<file path="src/rtl/pool_row_writer_if.sv">
// pool_row_writer_if: row stream from the pooling stage plus the output RAM write bus.
interface pool_row_writer_if #(
    parameter int DATA_SIZE  = 16,
    parameter int ARRAY_SIZE = 9,
    parameter int ADDR_WIDTH = 10
);
    logic                            row_valid;
    logic                            row_ready;
    logic [DATA_SIZE*ARRAY_SIZE-1:0] row_data;
    logic                            mem_we;
    logic [ADDR_WIDTH-1:0]           mem_addr;
    logic [DATA_SIZE-1:0]            mem_wdata;
    modport master (output row_valid, row_data, input row_ready, mem_we, mem_addr, mem_wdata);
    modport slave  (input row_valid, row_data, output row_ready, mem_we, mem_addr, mem_wdata);
endinterface

</file>
<file path="src/rtl/pool_row_writer.sv">
// pool_row_writer: buffers pooled rows in a FIFO and serialises them into sequential RAM writes.
// Defining WB_CHECKSUM_EN adds a 32-bit running sum of all written words.
module pool_row_writer #(
    parameter int DATA_SIZE  = 16,
    parameter int ARRAY_SIZE = 9,
    parameter int ADDR_WIDTH = 10,
    parameter int FIFO_DEPTH = 4
) (
    input  logic                  s_clk,
    input  logic                  reset,
    input  logic                  enable,
    input  logic                  start,
    input  logic [ADDR_WIDTH-1:0] base_addr,
    input  logic [15:0]           num_rows,
    pool_row_writer_if.slave      bus,
    output logic                  busy,
    output logic                  done
`ifdef WB_CHECKSUM_EN
    ,
    output logic [31:0]           checksum
`endif
);
    localparam int RW = DATA_SIZE * ARRAY_SIZE;
    localparam int PW = $clog2(FIFO_DEPTH);
    localparam int LW = (ARRAY_SIZE > 1) ? $clog2(ARRAY_SIZE) : 1;
    localparam logic [PW:0]   FULL = (PW+1)'(FIFO_DEPTH);
    localparam logic [LW-1:0] LAST = LW'(ARRAY_SIZE - 1);

    typedef enum logic [1:0] {S_IDLE, S_RUN, S_DONE} state_t;

    state_t                state, state_n;
    logic [RW-1:0]         fifo_mem [FIFO_DEPTH];
    logic [PW-1:0]         wr_ptr, rd_ptr;
    logic [PW:0]           count;
    logic [RW-1:0]         row_q;
    logic [LW-1:0]         lane_idx;
    logic                  lane_vld;
    logic [ADDR_WIDTH-1:0] addr_cnt;
    logic [15:0]           nrows_q, rows_acc, rows_done;
    logic                  fire, push, pop, wr, last_lane, last_write;
    logic [DATA_SIZE-1:0]  lane_data;

    assign fire          = state == S_IDLE && start;
    assign bus.row_ready = state == S_RUN && count != FULL && rows_acc < nrows_q;
    assign push          = bus.row_valid && bus.row_ready;
    assign last_lane     = lane_idx == LAST;
    assign wr            = lane_vld && enable;
    // A row is popped while the final lane of the previous one is written, so rows stream gap-free.
    assign pop           = enable && count != '0 && (!lane_vld || last_lane);
    assign last_write    = wr && last_lane && rows_done == nrows_q - 16'd1;
    assign lane_data     = row_q[lane_idx*DATA_SIZE +: DATA_SIZE];
    assign busy          = state == S_RUN;
    assign done          = state == S_DONE;

    always_ff @(posedge s_clk or posedge reset)
        if (reset) state <= S_IDLE;
        else       state <= state_n;

    always_comb begin
        state_n = state;
        if (fire) state_n = S_RUN;
        else if (state == S_RUN && (nrows_q == '0 || last_write)) state_n = S_DONE;
        else if (state == S_DONE) state_n = S_IDLE;
    end

    always_ff @(posedge s_clk)
        if (push) fifo_mem[wr_ptr] <= bus.row_data;

    always_ff @(posedge s_clk or posedge reset) begin
        if (reset) begin
            wr_ptr        <= '0;
            rd_ptr        <= '0;
            count         <= '0;
            row_q         <= '0;
            lane_idx      <= '0;
            lane_vld      <= 1'b0;
            addr_cnt      <= '0;
            nrows_q       <= '0;
            rows_acc      <= '0;
            rows_done     <= '0;
            bus.mem_we    <= 1'b0;
            bus.mem_addr  <= '0;
            bus.mem_wdata <= '0;
        end else begin
            bus.mem_we <= wr;
            if (wr) begin
                bus.mem_addr  <= addr_cnt;
                bus.mem_wdata <= lane_data;
                addr_cnt      <= addr_cnt + 1'b1;
                lane_idx      <= last_lane ? '0 : lane_idx + 1'b1;
                if (last_lane) rows_done <= rows_done + 16'd1;
            end
            if (pop) begin
                row_q    <= fifo_mem[rd_ptr];
                rd_ptr   <= rd_ptr + 1'b1;
                lane_vld <= 1'b1;
                lane_idx <= '0;
            end else if (wr && last_lane) begin
                lane_vld <= 1'b0;
            end
            if (push) wr_ptr <= wr_ptr + 1'b1;
            count    <= count + {{PW{1'b0}}, push} - {{PW{1'b0}}, pop};
            rows_acc <= rows_acc + {15'd0, push};
            if (fire) begin
                addr_cnt  <= base_addr;
                nrows_q   <= num_rows;
                rows_acc  <= '0;
                rows_done <= '0;
            end
        end
    end

`ifdef WB_CHECKSUM_EN
    always_ff @(posedge s_clk or posedge reset)
        if (reset)     checksum <= '0;
        else if (fire) checksum <= '0;
        else if (wr)   checksum <= checksum + 32'(lane_data);
`endif

endmodule

</file>
<file path="src/flat_wrapper.sv">
// flat-port wrapper written by rule: the top's interface ports become plain ports
module pool_row_writer_flat 
#(
    parameter int DATA_SIZE  = 16,
    parameter int ARRAY_SIZE = 9,
    parameter int ADDR_WIDTH = 10,
    parameter int FIFO_DEPTH = 4
)
  (s_clk, reset, enable, start, base_addr, num_rows, busy, done, bus_row_valid, bus_row_data, bus_row_ready, bus_mem_we, bus_mem_addr, bus_mem_wdata);
  pool_row_writer_if #(.DATA_SIZE(DATA_SIZE), .ARRAY_SIZE(ARRAY_SIZE), .ADDR_WIDTH(ADDR_WIDTH)) bus_i ();
  input  logic s_clk;
  input  logic reset;
  input  logic enable;
  input  logic start;
  input  logic [ADDR_WIDTH-1:0] base_addr;
  input  logic [15:0] num_rows;
  output logic busy;
  output logic done;
  input wire logic [$bits(bus_i.row_valid)-1:0] bus_row_valid;
  input wire logic [$bits(bus_i.row_data)-1:0] bus_row_data;
  output wire logic [$bits(bus_i.row_ready)-1:0] bus_row_ready;
  output wire logic [$bits(bus_i.mem_we)-1:0] bus_mem_we;
  output wire logic [$bits(bus_i.mem_addr)-1:0] bus_mem_addr;
  output wire logic [$bits(bus_i.mem_wdata)-1:0] bus_mem_wdata;
  assign bus_i.row_valid = bus_row_valid;
  assign bus_i.row_data = bus_row_data;
  assign bus_row_ready = bus_i.row_ready;
  assign bus_mem_we = bus_i.mem_we;
  assign bus_mem_addr = bus_i.mem_addr;
  assign bus_mem_wdata = bus_i.mem_wdata;
  pool_row_writer #(.DATA_SIZE(DATA_SIZE), .ARRAY_SIZE(ARRAY_SIZE), .ADDR_WIDTH(ADDR_WIDTH), .FIFO_DEPTH(FIFO_DEPTH)) u_core (.s_clk(s_clk), .reset(reset), .enable(enable), .start(start), .base_addr(base_addr), .num_rows(num_rows), .bus(bus_i), .busy(busy), .done(done));
endmodule
</file>
<file path="config.mk">
export PLATFORM = sky130hd
export DESIGN_NAME = pool_row_writer_flat
export DESIGN_NICKNAME = d
export VERILOG_FILES = /design/src/rtl/pool_row_writer_if.sv /design/src/rtl/pool_row_writer.sv /design/src/flat_wrapper.sv
export SDC_FILE = /design/constraint.sdc
export NUM_CORES = 1
export LEC_CHECK = 0
export BUFFER_PORTS_ARGS = -buffer_cell sky130_fd_sc_hd__buf_2
export CORE_MARGIN = 1.5
export CORE_UTILIZATION = 50
export CTS_CLUSTER_DIAMETER = 100
export DETAILED_ROUTE_END_ITERATION = 10
export PLACE_DENSITY = 0.68
export SETUP_SLACK_MARGIN = 0.15
export SYNTH_ARGS = -nofsm -noshare
export SYNTH_HDL_FRONTEND = slang
export SYNTH_SLANG_ARGS = --single-unit
</file>
<file path="constraint.sdc">
create_clock -name s_clk -period 14.4 [get_ports s_clk]
set_clock_uncertainty 0.15 [all_clocks]
set_input_delay 1.44 -clock s_clk [delete_from_list [all_inputs] [get_ports s_clk]]
set_output_delay 1.44 -clock s_clk [all_outputs]
set_load 0.01 [all_outputs]
</file>
==> results of run 1 <==
[cell usage in the layout (no fill, tap or decap), types with 3 or more instances in the layout]
master      netlist  final
nand2_1         103    102
a21oi_1          42     41
buf_2            13    204
mux2i_1          17     17
nor2b_1           4      4
inv_1            30     29
edfxtp_1        576    576
dfrtp_1         243    240
buf_4             0     20
and3_1            8      4
bufinv_16         0      8
and3_4            0      4
mux4_2          176    176
clkinv_2          0     19
nor2_1           48     48
nand2b_1          4      4
diode_2           0      6
clkbuf_16         0     84
clkinvlp_4        0      4
o21a_1            3      3
mux2_2          145    145
ha_1             29     29
xnor2_1          30     30
nand4_1          11     11
xor2_1           28     28
nand3_1          15     15
or3_1             7      7
nor3_1           13     13
clkinv_8          0      5
clkbuf_1         49     16
nor4_1            7      7
o21ai_0          55     55
clkbuf_8          0     11
clkinv_1          1      5
[flip-flops by register name, summed over array words and instances (netlist names), 2 cells and up]
name / flops
u_core.addr_cnt: 10
u_core.bus.mem_addr: 10
u_core.bus.mem_wdata: 16
u_core.count: 3
u_core.fifo_mem: 576
u_core.lane_idx: 4
u_core.nrows_q: 16
u_core.rd_ptr: 2
u_core.row_q: 144
u_core.rows_acc: 16
u_core.rows_done: 16
u_core.state: 2
u_core.wr_ptr: 2
[how the worst max path moves through the flow]
stage                                       endpoint  slack [ps]  cells past startpoint
floorplan             u_core.addr_cnt[0]$_DFFE_PP0P_        6140                      1
global placement    u_core.fifo_mem[1][45]$_DFFE_PP_        9840                     10
detailed placement  u_core.fifo_mem[0][58]$_DFFE_PP_        9870                      4
CTS                 u_core.fifo_mem[2][61]$_DFFE_PP_        9850                      9
global route        u_core.fifo_mem[0][58]$_DFFE_PP_        9630                     10
finish              u_core.fifo_mem[0][58]$_DFFE_PP_        9930                     10
[report_power, final]
group          leakage, nW  switching, W  total, W  internal [W]
clock network         1.39      0.000908   0.00219       0.00129
registers             8.23      0.000382   0.00356       0.00317
logic                 3.79       0.00105   0.00205      0.000999
total                 13.4       0.00234   0.00780       0.00546
[metrics by stage]
step | cells | cell area [sq um] | util (%) | hold slack [ps] | worst slack (ps)
detailed placement | 2715 | 34310 | 53.41 | 312.7 | 9866
global placement | 2715 | 34310 | 53.41 | 306.9 | 9840
global route | 2872 | 37140 | 57.82 | 352.3 | 9632
finish | 2877 | 37150 | 57.84 | 323.6 | 9926
floorplan | 1720 | 32340 | - | 308.6 | 6137
CTS | 2871 | 37140 | 57.82 | 326.6 | 9850
[cell type report]
| cell class | instances | area (sq um) |
|---|---|---|
| Clock inverter | 45 | 516.7 |
| Antenna cell | 6 | 15.01 |
| Inverter | 31 | 123.9 |
| Fill cell | 4847 | 27080 |
| Timing Repair Buffer | 225 | 1191 |
| Clock buffer | 111 | 2313 |
| Sequential cell | 819 | 23390 |
| Multi-Input combinational cell | 785 | 8538 |
| Tap cell | 855 | 1070 |
[cells by family after synthesis]
family          Yosys count  synth area share (%)
buf+inv                 116                 1.443
xor+xnor                 58                 1.571
simple gates            239                 3.533
flops                   819                 72.29
mux                     338                 17.83
compound gates          120                 2.144
fa+ha+maj                30                 1.184
[routing by layer]
metal	vias up	global-route usage, %	wire (um)
li1	7194	-	-
met1	8611	29.57	29170
met2	442	34.85	34360
met3	120	3.645	3856
met4	10	6.660	1627
met5	-	0	68
[critical path, stage by stage, from the launching register on]
cell     delay (ps)
dfrtp_1         420
inv_1           120
ha_1            300
a21oi_1         140
o21a_1          160
o21ai_0         100
nand3_1         160
o21a_1          250
and3_4          540
buf_4           700
buf_4           940
==> impl_metrics.ini, run 1 <==
[route]
routed_wl_um = 69080
ant_nets = 0
vias = 16380
routedWlPerCell_um = 24.01
drt_iter0_drc = 1184
drc = 0
vias_per_cell = 5.692
drt-pass1-iter-count = 5

[sta]
rsz0062_at_grt = no
setup_tns_ps = 0
slew_headroom_pct = 18.62
worst_slew_pin_slew_ps = 1221
finalCritPeriodShare_pct = 31.07
maxSlewViolCount = 0
setup_viol = 0
min_period_ps = 4474
hold_viol_final = 0
max_freq_mhz = 223.5

[cts]
cts.repair.resized = 0
path_clk_slew_ps = 60
cts_buffers = 84
cts_hold_buf = 0
cts.path.max_buffers = 3
clock_latency_ps = 640
cts_tree = done
cts-root-buf = clkbuf_16
cts_sinks = 819
cts_setup_buffers = 0
htree_levels = 3

[yosys]
synth.avg_cell_area_sq_um = 18.80
ys_types = 57
synth_fp_nets = 1925
synthTopCellsByCount = 576 x edfxtp_1, 243 x dfrtp_1, 176 x mux4_2
yosys.cell_count.top_type = edfxtp_1
yosysTopAreaCellShare_pct = 53.49
netlist_area_sq_um = 32340
yosysTopAreaCell = edfxtp_1
synth_edf_count = 576
seq_area_frac_synth_pct = 72.29
synth_ff_type = edfxtp_1
synth-async-reset-ratio_pct = 29.67
syn_inst = 1720
ys_ff_latch = 819
synth_area_leaders = edfxtp_1 53%, dfrtp_1 19%, mux4_2 12%, mux2_2 5.0%, nand2_1 1.2%
ys_warn_count = 0

[place]
gp_congestion = 0.8555
port_buffers = 204
dp_hpwl_um = 43110

[setup_path]
regToRegSetupSlack_ps = 9930
timing.rr.end = u_core.fifo_mem[0][58]$_DFFE_PP_
cp_max_fo = 68
cp-start-kind = flop
r2r_start = u_core.nrows_q[9]$_DFFE_PP0P_
cp-startpoint = u_core.nrows_q[9]$_DFFE_PP0P_
worst_setup_path_end_kind = flop
cp.arrival_ps = 4560
crit_required_ps = 14490
rr_worst_depth = 10
crit_type = flop to flop

[floorplanning]
die_y_um = 257.3
start_util_pct = 50.34
ios = 205
die_w_um = 257.3
coreArea_sq_um = 64230
die_area_sq_um = 66210
num_rows = 93

[hold_path]
min_delay_worst_endpoint = u_core.bus.mem_addr[8]$_DFFE_PP0P_
min_path_cells = 2
min_from = u_core.bus.mem_addr[8]$_DFFE_PP0P_
min_path_type = flop to flop

[power_and_ir_drop]
powerDensity_nw_per_um2 = 210.0
power.leakage_nw = 13.40
total_power_w = 0.007803
vdd_ir_drop_max_mv = 0.1203

[global_routing]
grt_pass1_wl_um = 105700
grt_pass1_vias = 17060
grt_overflow_total = 0
grt_max_degree = 153
grt_use_total_pct = 21.34
antenna_found_initial = 17

[finish]
drive_gt1_share_pct = 35.02
syn_to_final_growth_pct = 14.90
nets = 2151

[status]
status = finished clean

[job]
drv_cap = 0
(Power assumes the default switching activity.)
==> inputs of run 2 (changes only) <==
- clock period: 14.4 -> 4.4 ns (I/O delays scaled with it)
==> run 2 against run 1 <==
Compared with the run above:
- clock power rose to 3.2 times the previous value
- combinational power rose to 3.4 times the previous value
- utilization up 3.0 points
- maximum frequency grew 28%
- power grew to 3.3 times the previous value
- via count up 3.9%
- global-route usage is 0.39 points higher
- worst setup slack got worse by 9000 ps
- worst hold slack worse by 180 ps
- largest cell class unchanged
- largest power group unchanged
- highest routed layer unchanged
==> impl_metrics.ini, run 2 (synthesis gave the netlist of run 1 again) <==
[sta]
hold_viol_final = 0
min_period_ps = 3502
slew_headroom_pct = 30.38
maxSlewViolCount = 0
setup_viol = 0
worst_slew_pin_slew_ps = 1044
layout_setup_ws_ps = 897.5
setup_tns_ps = 0
finalCritPeriodShare_pct = 79.60
max_freq_mhz = 285.5
rsz0062_at_grt = no

[global_routing]
antenna_found_initial = 8
grt_pass1_vias = 17980
grt_use_total_pct = 21.73
grt_overflow_total = 0
grt_pass1_wl_um = 108300
grt_max_degree = 152

[floorplanning]
die_w_um = 257.3
coreArea_sq_um = 64230
die_y_um = 257.3
die_area_sq_um = 66210
ios = 205
num_rows = 93
start_util_pct = 50.34

[setup_path]
critPathTopFamily = simple AND/OR/NAND/NOR gates
crit_required_ps = 4720
critical_path.slowest_cell = nor4_1
crit_type = flop to flop
cp.arrival_ps = 3820
crit_buf_inv = 2
cp_max_fo = 4
crit_chain = inv_1 -> ha_1 -> a21oi_1 -> nor2b_1 -> o21ai_0 -> o2111a_1 -> o211ai_1 -> inv_1 -> ha_1 -> nand3_1 -> nor4_1 -> and3_1 -> nand4_1 -> xor2_1 -> nor2_1
cp-start-kind = flop
cp_slowest_stage_delay_ps = 520
worst_setup_path_end_kind = flop

[finish]
syn_to_final_growth_pct = 20.81
regMostFlops = u_core.fifo_mem
reg_top3 = u_core.fifo_mem (576), u_core.row_q (144)
fill_cells = 4656
nets = 2334
mostFrequentLayoutCells = 576 x edfxtp_1, 239 x dfrtp_1, 204 x buf_2
layout_commonest_cell = edfxtp_1
drive_gt1_share_pct = 32.21
largest_reg_flops = 576
final_util_pct = 60.82

[route]
routedWlPerCell_um = 22.85
drt_iter0_drc = 1325
vias_per_cell = 5.566
drc = 0
wl_met3_um = 3382
wl_met1_um = 29500
drt-pass1-iter-count = 5
vias = 17020
dr_wl_met2_um = 35320
highest_layer = met5
ant_nets = 0
routed_wl_um = 69860

[place]
port_buffers = 204
gp_congestion = 0.8401
dp_hpwl_um = 43330
place_ws_ps = 948.6

[power_and_ir_drop]
total_power_w = 0.02572
vdd_ir_drop_max_mv = 0.4018
power.leakage_nw = 14.20
powerDensity_nw_per_um2 = 658.4

[cts]
path_clk_slew_ps = 60
cts_buffers = 85
cts_hold_buf = 171
cts.path.max_buffers = 3
cts-root-buf = clkbuf_16
cts.repair.resized = 0
cts_sinks = 819
cts_tree = done
htree_levels = 3
cts_setup_buffers = 0
clock_latency_ps = 630

[job]
drv_cap = 0

[status]
status = finished clean

[hold_path]
min_path_type = primary input to flop
[run 2: layer usage]
metal  GRT usage, %  vias up
li1               -     7573
met1          29.61     8908
met2          36.42      407
met3          3.684      117
met4          6.027       10
met5              0        -
[run 2: worst paths after layout]
path	from	to	slack, ps	cells after the start
setup / recovery	u_core.nrows_q[5]$_DFFE_PP0P_	u_core.rows_acc[14]$_DFF_PP0_	900	15
hold / removal	bus_row_valid	u_core.wr_ptr[0]$_DFFE_PP0P_	150	3
setup reg to reg	u_core.nrows_q[5]$_DFFE_PP0P_	u_core.rows_acc[14]$_DFF_PP0_	900	15
hold reg to reg	u_core.bus.mem_wdata[14]$_DFFE_PP0P_	u_core.bus.mem_wdata[14]$_DFFE_PP0P_	320	2
max in group asynchronous	reset	u_core.rd_ptr[0]$_DFFE_PP0P_	2840	4
min in group asynchronous	reset	u_core.row_q[20]$_DFFE_PP0P_	170	3
[run 2: area by class of cell]
type | count | area [sq um] | area share, %
Tap cell | 855 | 1070 | 2.738
Clock inverter | 40 | 404.1 | 1.034
Timing Repair Buffer | 407 | 3148 | 8.058
Antenna cell | 1 | 2.502 | 0.006405
Sequential cell | 819 | 23390 | 59.86
Inverter | 31 | 120.1 | 0.3075
Clock buffer | 119 | 2397 | 6.136
Multi-Input combinational cell | 785 | 8538 | 21.85
[run 2: per-stage QoR]
stage,cell area [sq um],std cells,hold WS [ps]
floorplan,32350,1720,308.6
global placement,34550,2726,268.4
detailed placement,34550,2726,268.3
CTS,39070,3056,103.5
global route,39070,3057,122.2
finish,39070,3057,145.0
[run 2: power breakdown]
part | switching [W] | total [W] | internal, W | leakage [nW]
Sequential | 0.00116 | 0.0115 | 0.0104 | 8.22
Clock | 0.00288 | 0.00711 | 0.00423 | 1.38
Combinational | 0.00358 | 0.00707 | 0.00349 | 4.60
[run 2: worst min-delay path, delay by kind of cell]
family / cells / cell delay, ps
compound gates: 1 / 200
buf+inv: 1 / 140
xor+xnor: 1 / 90
==> inputs of run 3 (changes only) <==
- ABC_AREA: default -> 1
- clock period: 4.4 -> 3.45 ns (I/O delays scaled with it)
==> run 3 against run 2 <==
Compared with the run above:
- routed wire length increased by 23%
- sequential cell count unchanged
- design area increased by 1.7%
- utilization decreased by 0.28 points
- worst setup slack got worse by 600 ps
- sequential power increased by 25%
- power increased by 31%
- combinational power increased by 49%
- maximum frequency increased by 11%
- die area increased by 2.3%
- final cell count increased by 37%
- count of clock-buffer cells in the layout decreased by 10
==> impl_metrics.ini, run 3 <==
[status]
status = finished clean

[yosys]
ys_warn_count = 0
synthTopCellsByCount = 610 x nor2_1, 576 x edfxtp_1, 432 x o21ai_0
synth-async-reset-ratio_pct = 29.67
syn_inst = 2900
ys_ff_latch = 819
synth.avg_cell_area_sq_um = 11.41
netlist_area_sq_um = 33090
yosys.cell_count.top_type = nor2_1
synth_ff_type = edfxtp_1
synth_fp_nets = 3105
synth_area_leaders = edfxtp_1 52%, dfrtp_1 18%, nor2_1 6.9%, o21ai_0 6.5%, nand2_1 2.5%
seq_area_frac_synth_pct = 70.64
ys_types = 47
synth_edf_count = 576
yosysTopAreaCell = edfxtp_1
yosysTopAreaCellShare_pct = 52.26

[cts]
path_clk_slew_ps = 60
cts.path.max_buffers = 3
cts_sinks = 819
clock_latency_ps = 640
cts-root-buf = clkbuf_16
cts_tree = done
htree_levels = 3
cts_buffers = 81

[sta]
fin_hold_ws_ps = 58.12
min_period_ps = 3150
slew_headroom_pct = 39.35
maxSlewViolCount = 0
worst_slew_pin_slew_ps = 903.0
finalCritPeriodShare_pct = 91.31
hold_viol_final = 0
rsz0062_at_grt = no
setup_viol = 0
max_freq_mhz = 317.4

[route]
drt-pass1-iter-count = 5
drc = 0
drt_iter0_drc = 1944
ant_nets = 0
routed_wl_um = 86050
routedWlPerCell_um = 20.59
vias = 23400
vias_per_cell = 5.600

[finish]
fin_area_sq_um = 39740
nets = 3449
largest_reg_flops = 576
layout_commonest_cell = nor2_1
final-instance-count-excl-fill = 4179
reg_top3 = u_core.fifo_mem (576), u_core.row_q (144)
syn_to_final_growth_pct = 20.07
regMostFlops = u_core.fifo_mem
drive_gt1_share_pct = 13.01
mostFrequentLayoutCells = 605 x nor2_1, 576 x edfxtp_1, 429 x o21ai_0

[place]
dp_hpwl_um = 51830
dp_cells = 3846
placed_area_sq_um = 35170
port_buffers = 204
gp_congestion = 0.8681

[power_and_ir_drop]
total_power_w = 0.03378
vdd_ir_drop_max_mv = 0.5762
power.leakage_nw = 14.95
powerDensity_nw_per_um2 = 850.1

[floorplanning]
die_w_um = 260.3
die_y_um = 260.3
num_rows = 94
ios = 205
start_util_pct = 50.43
die_area_sq_um = 67740
coreArea_sq_um = 65630

[setup_path]
crit_type = flop to flop
timing.rr.end = u_core.rows_acc[14]$_DFF_PP0_
cp.arrival_ps = 3520
r2r_start = u_core.nrows_q[13]$_DFFE_PP0P_
worst_setup_path_end_kind = flop
crit_required_ps = 3820
regToRegSetupSlack_ps = 300
rr_worst_depth = 18
cp_max_fo = 4
cp-startpoint = u_core.nrows_q[13]$_DFFE_PP0P_
cp-start-kind = flop

[global_routing]
grt_use_total_pct = 25.49
grt_max_degree = 172
antenna_found_initial = 2
grt_pass1_wl_um = 131800
grt_overflow_total = 0
grt_pass1_vias = 22890

[hold_path]
min_from = start
min_delay_worst_endpoint = u_core.state[0]$_DFFE_PP0P_
min_path_type = primary input to flop
min_path_cells = 4

[job]
drv_cap = 0
## run 3: cell types whose count changed in the layout (fill, tap and decap cells not counted), sizes merged, moves of 59 or more
cell   before  now
nor2       48  615
a21oi      42  101
inv        33  156
a31oi       2   98
o22ai       0   66
nand3      15   80
o21ai      55  461
mux2      145    0
mux4      176    0
nand2     104  222
## run 3: area by class of cell
| cell class | instances | area (sq um) |
|---|---|---|
| Tap cell | 864 | 1081 |
| Clock inverter | 43 | 464.2 |
| Sequential cell | 819 | 23390 |
| Clock buffer | 109 | 2233 |
| Antenna cell | 2 | 5.005 |
| Multi-Input combinational cell | 1759 | 8592 |
| Fill cell | 5143 | 25890 |
| Timing Repair Buffer | 427 | 3363 |
| Inverter | 156 | 609.3 |
## run 3: through the flow
stage	setup slack [ps]	util, %	setup TNS, ps
after floorplan	-723.9	-	-464240
after global placement	99.68	53.60	0
after detailed placement	91.68	53.60	0
after CTS	152.8	60.34	0
after global routing	122.6	60.55	0
final	299.8	60.55	0
## run 3: worst max-delay path, stage by stage, from the launching register on
cell and delay [ps]:
dfrtp_1 380, inv_1 70, ha_1 290, a21oi_1 130, o21ai_0 120, a21oi_2 140, a21boi_4 270, nand3_4 110
inv_4 80, ha_2 180, and3_4 200, and3_4 190, nand2_1 80, nor2_4 180, nand2_4 90, nor2_4 100
nand2_2 70, o21ai_0 150, nor2_1 70
## run 3: timing repair
action	4_1_cts	5_1_grt
endpoints found under the setup margin	5	8
hold buffers	172	0
pin swaps	0	5
buffers inserted	0	7
endpoints found under the hold margin	622	0
resized for setup	3	20
## run 3: worst max path at each step
stage,to,slack (ps)
finish,u_core.rows_acc[14]$_DFF_PP0_,300
global route,u_core.rows_acc[10]$_DFF_PP0_,120
CTS,u_core.rows_acc[10]$_DFF_PP0_,150
detailed placement,u_core.rows_acc[15]$_DFF_PP0_,90
global placement,u_core.rows_acc[15]$_DFF_PP0_,100
floorplan,u_core.fifo_mem[0][0]$_DFFE_PP_,-720
## run 3: cells by family (layout without fill, tap and decap cells)
group / count (synthesis) / in the layout / synth area share [%]
flops: 819 / 819 / 70.64
xor+xnor: 23 / 23 / 0.6087
fa+ha+maj: 30 / 30 / 1.157
compound gates: 742 / 742 / 12.04
simple gates: 964 / 964 / 11.71
other cells: 0 / 2 / 0
buf+inv: 322 / 735 / 3.849
## run 3: metal layers
| layer | GRT usage, % | up-vias | wire, um |
|---|---|---|---|
| met5 | 0 | - | 0 |
| met4 | 11.13 | 0 | 3311 |
| met3 | 3.681 | 155 | 5931 |
| met2 | 39.23 | 840 | 39700 |
| met1 | 36.42 | 11530 | 37110 |
| li1 | - | 10880 | - |
## run 3: power breakdown
group | leakage (nW) | switching (W) | total [W] | internal [W]
sequential | 8.16 | 0.00128 | 0.0144 | 0.0131
combinational | 5.48 | 0.00728 | 0.0105 | 0.00320
clock | 1.31 | 0.00373 | 0.00890 | 0.00518
total | 14.9 | 0.0123 | 0.0338 | 0.0215
